[src/rtl/axi_spi_regfile_if.sv]
// -----------------------------------------------------------------------------
// axi_spi_regfile_if
// Purpose : AXI4-Lite bus bundle (5-bit address, 32-bit data) used by the
//           SPI register file. It groups the five AXI4-Lite channels.
// Signals : write address  awaddr_i[4:0], awvalid_i, awready_o
//           write data     wdata_i[31:0], wstrb_i[3:0], wvalid_i, wready_o
//           write response bresp_o[1:0], bvalid_o, bready_i
//           read address   araddr_i[4:0], arvalid_i, arready_o
//           read data      rdata_o[31:0], rresp_o[1:0], rvalid_o, rready_i
//           The _i/_o suffixes are from the register file's point of view.
// Modports: slave  - the register file
//           master - the bus driver
// -----------------------------------------------------------------------------
interface axi_spi_regfile_if;
    logic [4:0]  awaddr_i;
    logic        awvalid_i;
    logic        awready_o;

    logic [31:0] wdata_i;
    logic [3:0]  wstrb_i;
    logic        wvalid_i;
    logic        wready_o;

    logic [1:0]  bresp_o;
    logic        bvalid_o;
    logic        bready_i;

    logic [4:0]  araddr_i;
    logic        arvalid_i;
    logic        arready_o;

    logic [31:0] rdata_o;
    logic [1:0]  rresp_o;
    logic        rvalid_o;
    logic        rready_i;

    modport slave (
        input  awaddr_i, awvalid_i,
        output awready_o,
        input  wdata_i, wstrb_i, wvalid_i,
        output wready_o,
        output bresp_o, bvalid_o,
        input  bready_i,
        input  araddr_i, arvalid_i,
        output arready_o,
        output rdata_o, rresp_o, rvalid_o,
        input  rready_i
    );

    modport master (
        output awaddr_i, awvalid_i,
        input  awready_o,
        output wdata_i, wstrb_i, wvalid_i,
        input  wready_o,
        input  bresp_o, bvalid_o,
        output bready_i,
        output araddr_i, arvalid_i,
        input  arready_o,
        input  rdata_o, rresp_o, rvalid_o,
        output rready_i
    );
endinterface

[src/rtl/axi_spi_regfile.sv]
// -----------------------------------------------------------------------------
// axi_spi_regfile
// Purpose : AXI4-Lite slave holding the configuration, transmit data and
//           status of an SPI register stage.
//           Word map: 0x00 CTRL, 0x04 TIMING, 0x08 TXDATA, 0x0C RXDATA (RO),
//           0x10 STATUS, 0x14..0x1C unmapped (SLVERR).
// Ports   : GCLK, RST (async active-low)    clock / reset
//           bus (axi_spi_regfile_if.slave)  AXI4-Lite channels
//           start_o                         one-cycle start pulse
//           spi_mode_o/sck_speed_o/word_len_o, IFG_o/CS_SCK_o/SCK_CS_o,
//           mosi_data_o                     held configuration / TX data
//           busy_i, miso_data_i             status / RX data from SPI stage
//           irq_o                           only with SPI_IRQ_EN
// Options : `define SPI_IRQ_EN adds irq_o = DONE & CTRL[7] (registered) and
//           makes CTRL[7] a read/write IRQ enable. Without it CTRL[7] reads 0.
// -----------------------------------------------------------------------------
module axi_spi_regfile (
    input  logic                    GCLK,
    input  logic                    RST,
    axi_spi_regfile_if.slave        bus,
    output logic                    start_o,
    output logic [1:0]              spi_mode_o,
    output logic [1:0]              sck_speed_o,
    output logic [1:0]              word_len_o,
    output logic [7:0]              IFG_o,
    output logic [7:0]              CS_SCK_o,
    output logic [7:0]              SCK_CS_o,
    output logic [31:0]             mosi_data_o,
    input  logic                    busy_i,
    input  logic [31:0]             miso_data_i
`ifdef SPI_IRQ_EN
    ,
    output logic                    irq_o
`endif
);

    typedef enum logic {W_IDLE = 1'b0, W_RESP = 1'b1} w_state_t;
    typedef enum logic {R_IDLE = 1'b0, R_DATA = 1'b1} r_state_t;

    localparam logic [2:0] ADDR_CTRL   = 3'd0;
    localparam logic [2:0] ADDR_TIMING = 3'd1;
    localparam logic [2:0] ADDR_TXDATA = 3'd2;
    localparam logic [2:0] ADDR_RXDATA = 3'd3;
    localparam logic [2:0] ADDR_STATUS = 3'd4;

    localparam logic [1:0] RESP_OKAY   = 2'b00;
    localparam logic [1:0] RESP_SLVERR = 2'b10;

    // Byte-lane merge: lanes with strobe set take the new byte.
    function automatic logic [31:0] merge_bytes(input logic [31:0] cur,
                                                input logic [31:0] upd,
                                                input logic [3:0]  strb);
        logic [31:0] res;
        for (int i = 0; i < 4; i++) begin
            res[8*i +: 8] = strb[i] ? upd[8*i +: 8] : cur[8*i +: 8];
        end
        return res;
    endfunction

    // ---------------------------------------------------------------- state
    w_state_t    w_state_r;
    r_state_t    r_state_r;
    logic        wr_en_r;       // 0 for the first cycle out of reset
    logic        bvalid_r;
    logic [1:0]  bresp_r;
    logic        arready_r;
    logic        rvalid_r;
    logic [31:0] rdata_r;
    logic [1:0]  rresp_r;

    logic [1:0]  mode_r;
    logic [1:0]  sck_r;
    logic [1:0]  wl_r;
    logic [7:0]  ifg_r;
    logic [7:0]  cs_sck_r;
    logic [7:0]  sck_cs_r;
    logic [31:0] txdata_r;
    logic        start_r;
    logic        done_r;
    logic        busy_d_r;

    // ---------------------------------------------------------------- comb
    logic        wr_hs_s;
    logic [2:0]  wr_idx_s;
    logic [1:0]  wr_resp_s;
    logic        wr_ok_s;
    logic        status_clr_s;
    logic        busy_fall_s;
    logic        rd_hs_s;
    logic [2:0]  rd_idx_s;
    logic [31:0] rd_data_s;
    logic [1:0]  rd_resp_s;
    logic        ctrl_irq_bit_s;
    logic        unused_s;

    // Address LSBs are irrelevant for a word-addressed map.
    assign unused_s = ^{bus.awaddr_i[1:0], bus.araddr_i[1:0]};

    // Both write channels are accepted together, only when both are offered.
    assign wr_hs_s  = wr_en_r && (w_state_r == W_IDLE) && bus.awvalid_i && bus.wvalid_i;
    assign wr_idx_s = bus.awaddr_i[4:2];
    assign wr_ok_s  = (wr_resp_s == RESP_OKAY);
    assign rd_hs_s  = arready_r && bus.arvalid_i;
    assign rd_idx_s = bus.araddr_i[4:2];

    assign busy_fall_s  = busy_d_r && !busy_i;
    assign status_clr_s = wr_hs_s && (wr_idx_s == ADDR_STATUS) && bus.wdata_i[1];

    assign bus.awready_o = wr_hs_s;
    assign bus.wready_o  = wr_hs_s;
    assign bus.bvalid_o  = bvalid_r;
    assign bus.bresp_o   = bresp_r;
    assign bus.arready_o = arready_r;
    assign bus.rvalid_o  = rvalid_r;
    assign bus.rdata_o   = rdata_r;
    assign bus.rresp_o   = rresp_r;

    assign start_o     = start_r;
    assign spi_mode_o  = mode_r;
    assign sck_speed_o = sck_r;
    assign word_len_o  = wl_r;
    assign IFG_o       = ifg_r;
    assign CS_SCK_o    = cs_sck_r;
    assign SCK_CS_o    = sck_cs_r;
    assign mosi_data_o = txdata_r;

`ifdef SPI_IRQ_EN
    logic irq_en_r;
    logic irq_r;

    assign ctrl_irq_bit_s = irq_en_r;
    assign irq_o          = irq_r;

    // Interrupt enable bit and registered interrupt output.
    always_ff @(posedge GCLK or negedge RST) begin
        if (!RST) begin
            irq_en_r <= 1'b0;
            irq_r    <= 1'b0;
        end else begin
            if (wr_hs_s && wr_ok_s && (wr_idx_s == ADDR_CTRL) && bus.wstrb_i[0]) begin
                irq_en_r <= bus.wdata_i[7];
            end
            irq_r <= done_r && irq_en_r;
        end
    end
`else
    assign ctrl_irq_bit_s = 1'b0;
`endif

    // Write response code: config registers refuse updates while the SPI
    // stage is busy; RXDATA and holes are never writable.
    always_comb begin
        wr_resp_s = RESP_OKAY;
        case (wr_idx_s)
            ADDR_CTRL, ADDR_TIMING, ADDR_TXDATA: begin
                if (busy_i) begin
                    wr_resp_s = RESP_SLVERR;
                end else begin
                    wr_resp_s = RESP_OKAY;
                end
            end
            ADDR_STATUS: wr_resp_s = RESP_OKAY;
            default:     wr_resp_s = RESP_SLVERR;
        endcase
    end

    // Read data mux, captured into rdata_r at the address handshake.
    always_comb begin
        rd_data_s = 32'h0000_0000;
        rd_resp_s = RESP_OKAY;
        case (rd_idx_s)
            ADDR_CTRL:   rd_data_s = {24'h00_0000, ctrl_irq_bit_s, wl_r, sck_r, mode_r, 1'b0};
            ADDR_TIMING: rd_data_s = {8'h00, sck_cs_r, cs_sck_r, ifg_r};
            ADDR_TXDATA: rd_data_s = txdata_r;
            ADDR_RXDATA: rd_data_s = miso_data_i;
            ADDR_STATUS: rd_data_s = {30'h0000_0000, done_r, busy_i};
            default: begin
                rd_data_s = 32'h0000_0000;
                rd_resp_s = RESP_SLVERR;
            end
        endcase
    end

    // Write channel FSM: accept, then hold the response until bready_i.
    always_ff @(posedge GCLK or negedge RST) begin
        if (!RST) begin
            w_state_r <= W_IDLE;
            wr_en_r   <= 1'b0;
            bvalid_r  <= 1'b0;
            bresp_r   <= RESP_OKAY;
        end else begin
            wr_en_r <= 1'b1;
            case (w_state_r)
                W_IDLE: begin
                    if (wr_hs_s) begin
                        w_state_r <= W_RESP;
                        bvalid_r  <= 1'b1;
                        bresp_r   <= wr_resp_s;
                    end
                end
                W_RESP: begin
                    if (bus.bready_i) begin
                        w_state_r <= W_IDLE;
                        bvalid_r  <= 1'b0;
                        bresp_r   <= RESP_OKAY;
                    end
                end
                default: begin
                    w_state_r <= W_IDLE;
                    bvalid_r  <= 1'b0;
                    bresp_r   <= RESP_OKAY;
                end
            endcase
        end
    end

    // Configuration / TX data registers and the start pulse.
    always_ff @(posedge GCLK or negedge RST) begin
        if (!RST) begin
            mode_r   <= 2'b00;
            sck_r    <= 2'b00;
            wl_r     <= 2'b00;
            ifg_r    <= 8'h00;
            cs_sck_r <= 8'h00;
            sck_cs_r <= 8'h00;
            txdata_r <= 32'h0000_0000;
            start_r  <= 1'b0;
        end else begin
            start_r <= 1'b0;
            // wr_ok_s already excludes busy for the config registers
            if (wr_hs_s && wr_ok_s) begin
                case (wr_idx_s)
                    ADDR_CTRL: begin
                        if (bus.wstrb_i[0]) begin
                            mode_r  <= bus.wdata_i[2:1];
                            sck_r   <= bus.wdata_i[4:3];
                            wl_r    <= bus.wdata_i[6:5];
                            start_r <= bus.wdata_i[0];
                        end
                    end
                    ADDR_TIMING: begin
                        if (bus.wstrb_i[0]) ifg_r    <= bus.wdata_i[7:0];
                        if (bus.wstrb_i[1]) cs_sck_r <= bus.wdata_i[15:8];
                        if (bus.wstrb_i[2]) sck_cs_r <= bus.wdata_i[23:16];
                    end
                    ADDR_TXDATA: txdata_r <= merge_bytes(txdata_r, bus.wdata_i, bus.wstrb_i);
                    default: ;
                endcase
            end
        end
    end

    // DONE: set on busy falling edge, cleared by STATUS write; set wins.
    always_ff @(posedge GCLK or negedge RST) begin
        if (!RST) begin
            busy_d_r <= 1'b0;
            done_r   <= 1'b0;
        end else begin
            busy_d_r <= busy_i;
            if (busy_fall_s) begin
                done_r <= 1'b1;
            end else if (status_clr_s) begin
                done_r <= 1'b0;
            end
        end
    end

    // Read channel FSM: capture data at address handshake, hold until rready_i.
    always_ff @(posedge GCLK or negedge RST) begin
        if (!RST) begin
            r_state_r <= R_IDLE;
            arready_r <= 1'b0;
            rvalid_r  <= 1'b0;
            rdata_r   <= 32'h0000_0000;
            rresp_r   <= RESP_OKAY;
        end else begin
            case (r_state_r)
                R_IDLE: begin
                    if (rd_hs_s) begin
                        r_state_r <= R_DATA;
                        arready_r <= 1'b0;
                        rvalid_r  <= 1'b1;
                        rdata_r   <= rd_data_s;
                        rresp_r   <= rd_resp_s;
                    end else begin
                        arready_r <= 1'b1;
                    end
                end
                R_DATA: begin
                    if (bus.rready_i) begin
                        r_state_r <= R_IDLE;
                        arready_r <= 1'b1;
                        rvalid_r  <= 1'b0;
                    end
                end
                default: begin
                    r_state_r <= R_IDLE;
                    arready_r <= 1'b0;
                    rvalid_r  <= 1'b0;
                end
            endcase
        end
    end

endmodule

[src/flat_wrapper.sv]
// flat-port wrapper written by rule: the top's interface ports become plain ports
module axi_spi_regfile_flat 
  (GCLK, RST, start_o, spi_mode_o, sck_speed_o, word_len_o, IFG_o, CS_SCK_o, SCK_CS_o, mosi_data_o, busy_i, miso_data_i, bus_awaddr_i, bus_awvalid_i, bus_awready_o, bus_wdata_i, bus_wstrb_i, bus_wvalid_i, bus_wready_o, bus_bresp_o, bus_bvalid_o, bus_bready_i, bus_araddr_i, bus_arvalid_i, bus_arready_o, bus_rdata_o, bus_rresp_o, bus_rvalid_o, bus_rready_i);
  axi_spi_regfile_if bus_i ();
  input  logic GCLK;
  input  logic RST;
  output logic start_o;
  output logic [1:0] spi_mode_o;
  output logic [1:0] sck_speed_o;
  output logic [1:0] word_len_o;
  output logic [7:0] IFG_o;
  output logic [7:0] CS_SCK_o;
  output logic [7:0] SCK_CS_o;
  output logic [31:0] mosi_data_o;
  input  logic busy_i;
  input  logic [31:0] miso_data_i;
  input wire logic [$bits(bus_i.awaddr_i)-1:0] bus_awaddr_i;
  input wire logic [$bits(bus_i.awvalid_i)-1:0] bus_awvalid_i;
  output wire logic [$bits(bus_i.awready_o)-1:0] bus_awready_o;
  input wire logic [$bits(bus_i.wdata_i)-1:0] bus_wdata_i;
  input wire logic [$bits(bus_i.wstrb_i)-1:0] bus_wstrb_i;
  input wire logic [$bits(bus_i.wvalid_i)-1:0] bus_wvalid_i;
  output wire logic [$bits(bus_i.wready_o)-1:0] bus_wready_o;
  output wire logic [$bits(bus_i.bresp_o)-1:0] bus_bresp_o;
  output wire logic [$bits(bus_i.bvalid_o)-1:0] bus_bvalid_o;
  input wire logic [$bits(bus_i.bready_i)-1:0] bus_bready_i;
  input wire logic [$bits(bus_i.araddr_i)-1:0] bus_araddr_i;
  input wire logic [$bits(bus_i.arvalid_i)-1:0] bus_arvalid_i;
  output wire logic [$bits(bus_i.arready_o)-1:0] bus_arready_o;
  output wire logic [$bits(bus_i.rdata_o)-1:0] bus_rdata_o;
  output wire logic [$bits(bus_i.rresp_o)-1:0] bus_rresp_o;
  output wire logic [$bits(bus_i.rvalid_o)-1:0] bus_rvalid_o;
  input wire logic [$bits(bus_i.rready_i)-1:0] bus_rready_i;
  assign bus_i.awaddr_i = bus_awaddr_i;
  assign bus_i.awvalid_i = bus_awvalid_i;
  assign bus_awready_o = bus_i.awready_o;
  assign bus_i.wdata_i = bus_wdata_i;
  assign bus_i.wstrb_i = bus_wstrb_i;
  assign bus_i.wvalid_i = bus_wvalid_i;
  assign bus_wready_o = bus_i.wready_o;
  assign bus_bresp_o = bus_i.bresp_o;
  assign bus_bvalid_o = bus_i.bvalid_o;
  assign bus_i.bready_i = bus_bready_i;
  assign bus_i.araddr_i = bus_araddr_i;
  assign bus_i.arvalid_i = bus_arvalid_i;
  assign bus_arready_o = bus_i.arready_o;
  assign bus_rdata_o = bus_i.rdata_o;
  assign bus_rresp_o = bus_i.rresp_o;
  assign bus_rvalid_o = bus_i.rvalid_o;
  assign bus_i.rready_i = bus_rready_i;
  axi_spi_regfile u_core (.GCLK(GCLK), .RST(RST), .bus(bus_i), .start_o(start_o), .spi_mode_o(spi_mode_o), .sck_speed_o(sck_speed_o), .word_len_o(word_len_o), .IFG_o(IFG_o), .CS_SCK_o(CS_SCK_o), .SCK_CS_o(SCK_CS_o), .mosi_data_o(mosi_data_o), .busy_i(busy_i), .miso_data_i(miso_data_i));
endmodule
[config.mk]
export PLATFORM = sky130hd
export DESIGN_NAME = axi_spi_regfile_flat
export DESIGN_NICKNAME = d
export VERILOG_FILES = /design/src/rtl/axi_spi_regfile_if.sv /design/src/rtl/axi_spi_regfile.sv /design/src/flat_wrapper.sv
export SDC_FILE = /design/constraint.sdc
export NUM_CORES = 1
export LEC_CHECK = 0
export BUFFER_PORTS_ARGS = -buffer_cell sky130_fd_sc_hd__buf_2
export CORE_MARGIN = 2
export CORE_UTILIZATION = 48
export CTS_CLUSTER_SIZE = 20
export DETAILED_ROUTE_END_ITERATION = 10
export PLACE_DENSITY = 0.8
export SETUP_SLACK_MARGIN = 0.2
export SYNTH_ARGS = -nofsm -noshare
export SYNTH_HDL_FRONTEND = slang
export SYNTH_SLANG_ARGS = --single-unit
[constraint.sdc]
create_clock -name GCLK -period 1.95 [get_ports GCLK]
set_clock_uncertainty 0.05 [all_clocks]
set_input_delay 0.0975 -clock GCLK [delete_from_list [all_inputs] [get_ports GCLK]]
set_output_delay 0.0975 -clock GCLK [all_outputs]
set_load 0.01 [all_outputs]
== Word-level counts from Yosys, hierarchy flattened ==
Index checks and enable logic that the tools add are counted.
Storage, ports and cells
  bits in writable memories: 0
  flip-flop bits (word level): 107
  memories kept: 0
  output and inout port bits: 104
  latch bits: 0
  bits in read-only memories: 0
  input bits: 86
Cells by class
  $lt $le $gt $ge: 0
  reductions and logical operators: 26
  multipliers: 0
  add/sub/neg operators: 0
  divide/modulo/power cells: 0
  shift-type cells: 0
  bitwise operators: 2
  multiplexer cells: 27
  eq/ne operators: 11
Operator list (count)
  $pmux 32 s5: 1
  $reduce_and 3->1: 8
  $mux 1: 15
  $pmux 1 s2: 5
  $eq 3x2->1 const B: 3
  $logic_and 1x1->1: 8
  $mux 2: 4
  $pmux 2 s2: 2
  $eq 3x1->1 const B: 2
  $eq 3x3->1 const B: 2
  $logic_not 3->1: 2
  $reduce_and 2->1: 3
  $reduce_or 5->1: 1
  $ne 2x1->1 const B: 2
  $ne 2x2->1 const B: 2
  $reduce_or 3->1: 1
  $logic_not 2->1: 1
  $not 1->1: 2
  $reduce_bool 2->1: 1
  $logic_not 1->1: 1

== Logic depth before layout (Yosys ltp) ==
  depth in word-level cells: 8
  mapped depth: 6
  gate-level depth less buffers: 6

== Worst setup path after synthesis ==
No wires, ideal clock.
  kind: reg-to-reg
  start: register u_core.w_state_r
  end: register u_core.txdata_r[1], in the netlist u_core.mosi_data_o[1]
  path slack: 445 ps
  arrival: 1330 ps
  setup time: 125 ps
  path buffers: 0
  data required time: 1775 ps
  stages on the path, launching flop included: 6
  cell sequence: dfrtp_1 -> inv_1 -> nand4_1 -> inv_2 -> nand3_2 -> mux2_2
On the way
  longest elaborated chain between the ends: 6
RTL lines
  start: declaration: line axi_spi_regfile.sv:61  | w_state_t w_state_r;
  start signal: assignment: line axi_spi_regfile.sv:187  | w_state_r <= W_IDLE;
  start signal: assignment: line axi_spi_regfile.sv:196  | w_state_r <= W_RESP;
  start signal: assignment: line axi_spi_regfile.sv:203  | w_state_r <= W_IDLE;
  $not 1->1: line axi_spi_regfile.sv:100  | assign wr_hs_s = wr_en_r && (w_state_r == W_IDLE) && bus.awvalid_i && bus.wvalid_i;
  $logic_and 1x1->1 (3 in a row): line axi_spi_regfile.sv:100
  via bus_awready_o: line flat_wrapper.sv:19  | output wire logic [$bits(bus_i.awready_o)-1:0] bus_awready_o;
  $logic_and 1x1->1: line axi_spi_regfile.sv:231  | if (wr_hs_s && wr_ok_s) begin
  $reduce_and 3->1 (no source line)
  end signal: assignment: line axi_spi_regfile.sv:246  | ADDR_TXDATA: txdata_r <= merge_bytes(txdata_r, bus.wdata_i, bus.wstrb_i);
  end: declaration: line axi_spi_regfile.sv:77  | logic [31:0] txdata_r;
The timed path passes the listed nets, and every way through them passes these cells.
A chain may end at the register's enable or synchronous reset.

== Worst setup path after layout ==
  start: register u_core.w_state_r
  end: register u_core.ifg_r[2], in the netlist u_core.IFG_o[2]
On the way
  longest elaborated chain between the ends: 6
RTL lines
  $not 1->1: line axi_spi_regfile.sv:100
  $logic_and 1x1->1 (3 in a row): line axi_spi_regfile.sv:100
  $logic_and 1x1->1: line axi_spi_regfile.sv:231
  $reduce_and 3->1 (no source line)
  end signal: assignment: line axi_spi_regfile.sv:242  | if (bus.wstrb_i[0]) ifg_r <= bus.wdata_i[7:0];
  end: declaration: line axi_spi_regfile.sv:74  | logic [7:0] ifg_r;
Every way passes these cells.

==> out/summary.txt <==
Status - finished, final reports clean
Vias - 3677
Clock sink count - 105
Post-Syn Instances - 350
YS warnings - 0
Row cnt - 35
Vias in the first global route - 3953
Fin Setup TNS - 0 ns
Fin util - 0.683
Starting DRT DRC Count - 103
First-pass GRT wire length - 19200 µm
CP Max Fanout - 11
Num CTS Buffers - 9
Startpoint type of the worst setup path - register
Worst Setup End Kind - register
DP Area - 5660 µm²
Nets - 667
PwrDens - 820 nW/µm²
Total wire length - 12100 µm
Synthesized area - 4580 µm²
Req. time, crit path - 2.12 ns
Pleak - 3.37 nW
Skew-Pair Late Insertion Delay - 0.35 ns
CTS tree - done
Flop-to-flop setup slack - 0.28 ns
F_max - 600 MHz
Core area - 9240 µm²
Critical path arrival - 1.84 ns
PortBufs - 183
Hold depth - 3
Drt first pass iters - 4
Num ports - 190
Final Slew Violations - 0
Max_slew headroom - 0.578
Final Hold Fails - 0
Maxcap violations - 0
Root buf cell - clkbuf_8
Clock tree buffer depth - 2
Area contributors post-synth - dfrtp_1 57%, mux2_2 20%, o21ai_0 3.7%
Vias/cell - 5.15
Clock transition at path regs - 0.10 ns
Avg WL per Cell - 17.0 µm
Gr usage total - 0.238
Synth area leader - dfrtp_1
Antenna Cells - 0
H-tree level count - 3
Worst reg2reg path depth - 5
Crit Path Class - register to register
Max IR drop VDD - 458 µV
Hold Crit Start - miso_data_i[29]
# fillers - 708
Layout cells sized above 1 - 0.521
Power consumption - 0.00517 W
Die W - 102 µm
Top FF cell, synth - dfrtp_1
Avg Cell Area, Syn - 13.1 µm²
Overflow after GRT - 0
HP Class - input port to register
Post-synth cell types - 29
Antenna violations before repair - 0
Hold Crit Endpoint - u_core.bus.rdata_o[29]
Synth Register Bits - 105
Tightest Pin Transition - 0.633 ns
Dpl hpwl - 8640 µm
Largest net degree at the start of global routing - 46
# DRC - 0
Tcrit/Tclk final - 0.854
Area delta synth->final - 37.9%
Reg2reg start - u_core.w_state_r
Final instance area - 6310 µm²
Final Setup Violations - 0
Final Critical Period - 1.67 ns
R2R Path End - u_core.IFG_o[2]
Sequential cell area fraction in the yosys report - 0.574
Die Height - 102 µm
Die ar. - 10300 µm²
Post-synth EDFFs - 0
Yosys top cell area share - 0.574
Post-synth ARST share - 1.00
Post-route ant nets - 0
Initial Util - 0.495
RSZ-0062 raised after global routing - yes
GPL Wtd Cong - 0.808
## cell usage in the layout (no fill, tap or decap), drive strengths merged, types with 8 or more instances in the layout
cell type,count
buf,195
dlygate4sd3,41
dfrtp,105
nand2,37
o21ai,34
nand3,12
clkbuf,10
mux2,80
mux2i,8
a22oi,17
## worst max-delay path by stage
stage	from	endpoint	slack, ns	cells past startpoint
CTS	u_core.w_state_r	u_core.IFG_o[2]	0.19	5
global route	u_core.w_state_r	u_core.mosi_data_o[7]	0.20	5
finish	u_core.w_state_r	u_core.IFG_o[2]	0.28	5
detailed placement	u_core.w_state_r	u_core.IFG_o[2]	0.18	5
floorplan	u_core.w_state_r	u_core.mosi_data_o[1]	0.45	5
global placement	u_core.w_state_r	u_core.mosi_data_o[2]	0.24	5
## kinds of logic (layout without fill, tap and decap cells)
family	count (synthesis)	in the layout	synth area share
compound gates	64	64	0.0850
buf+inv	23	257	0.0227
flops	105	105	0.574
mux	93	93	0.239
other cells	2	3	0.00164
simple gates	63	63	0.0776
## per-stage QoR
stage / hold slack [ns] / setup slack [ns] / instances
6_report: 0.0150 / 0.284 / 714
5_1_grt: 0.0201 / 0.195 / 714
4_1_cts: 0.00143 / 0.191 / 711
3_5_place_dp: 0.0486 / 0.176 / 655
3_3_place_gp: 0.0331 / 0.242 / 655
2_1_floorplan: -0.248 / 0.445 / 351
## report_power, final
part	switching [W]	leakage (nW)	internal (W)
combinational	0.000614	1.85	0.000525
clock	0.000707	0.102	0.000718
sequential	0.000171	1.41	0.00244
## worst max-delay path, stage by stage, from the launching register on
cell and delay (ns):
dfrtp_1 0.39, inv_1 0.07, nand4_1 0.21, clkinv_4 0.19
nand3_2 0.26, mux2_2 0.37
## what timing repair did
action | CTS | global route
hold buffers | 41 | 0
resized for setup | 1 | 2
endpoints found under the setup margin | 47 | 62
hold endpoints to repair | 106 | 0
setup buffers | 0 | 3
## cell type report
type	count	area [µm²]	share of cell area
clock buffer	10	128	0.0202
clock inverter	5	81.3	0.0129
inverter	6	27.5	0.00436
multi-input combinational	223	1860	0.294
sequential	105	2630	0.416
tap	129	161	0.0256
timing repair buffer	236	1430	0.227
## per-layer routing
layer  track usage  up-vias  routed length (µm)
li1              -     1726                   -
met2         0.413      121                6270
met5             0        -                   0
met1         0.296     1809                5080
met4        0.0956        0                 253
met3        0.0414       21                 543
## state kept, by name, summed over array words and instances, names as in the netlist
register              cells
u_core.CS_SCK_o           8
u_core.IFG_o              8
u_core.SCK_CS_o           8
u_core.bus.arready_o      1
u_core.bus.bresp_o        1
u_core.bus.bvalid_o       1
u_core.bus.rdata_o       32
u_core.bus.rresp_o        1
u_core.bus.rvalid_o       1
u_core.busy_d_r           1
u_core.done_r             1
u_core.mosi_data_o       32
u_core.r_state_r          1
u_core.sck_speed_o        2
u_core.spi_mode_o         2
u_core.start_o            1
u_core.w_state_r          1
u_core.word_len_o         2
u_core.wr_en_r            1
## cells in the mapped netlist, types with 4 or more instances
library cell / number
a21oi_1: 4
clkbuf_1: 9
nand3_2: 8
o21ai_0: 34
buf_2: 5
dfrtp_1: 105
mux4_2: 5
nand3_1: 4
nand2_1: 37
mux2_2: 80
inv_1: 5
a22oi_1: 17
a22o_1: 5
nor2_1: 4
mux2i_1: 8
No activity file was read; power rests on OpenSTA's default activity.
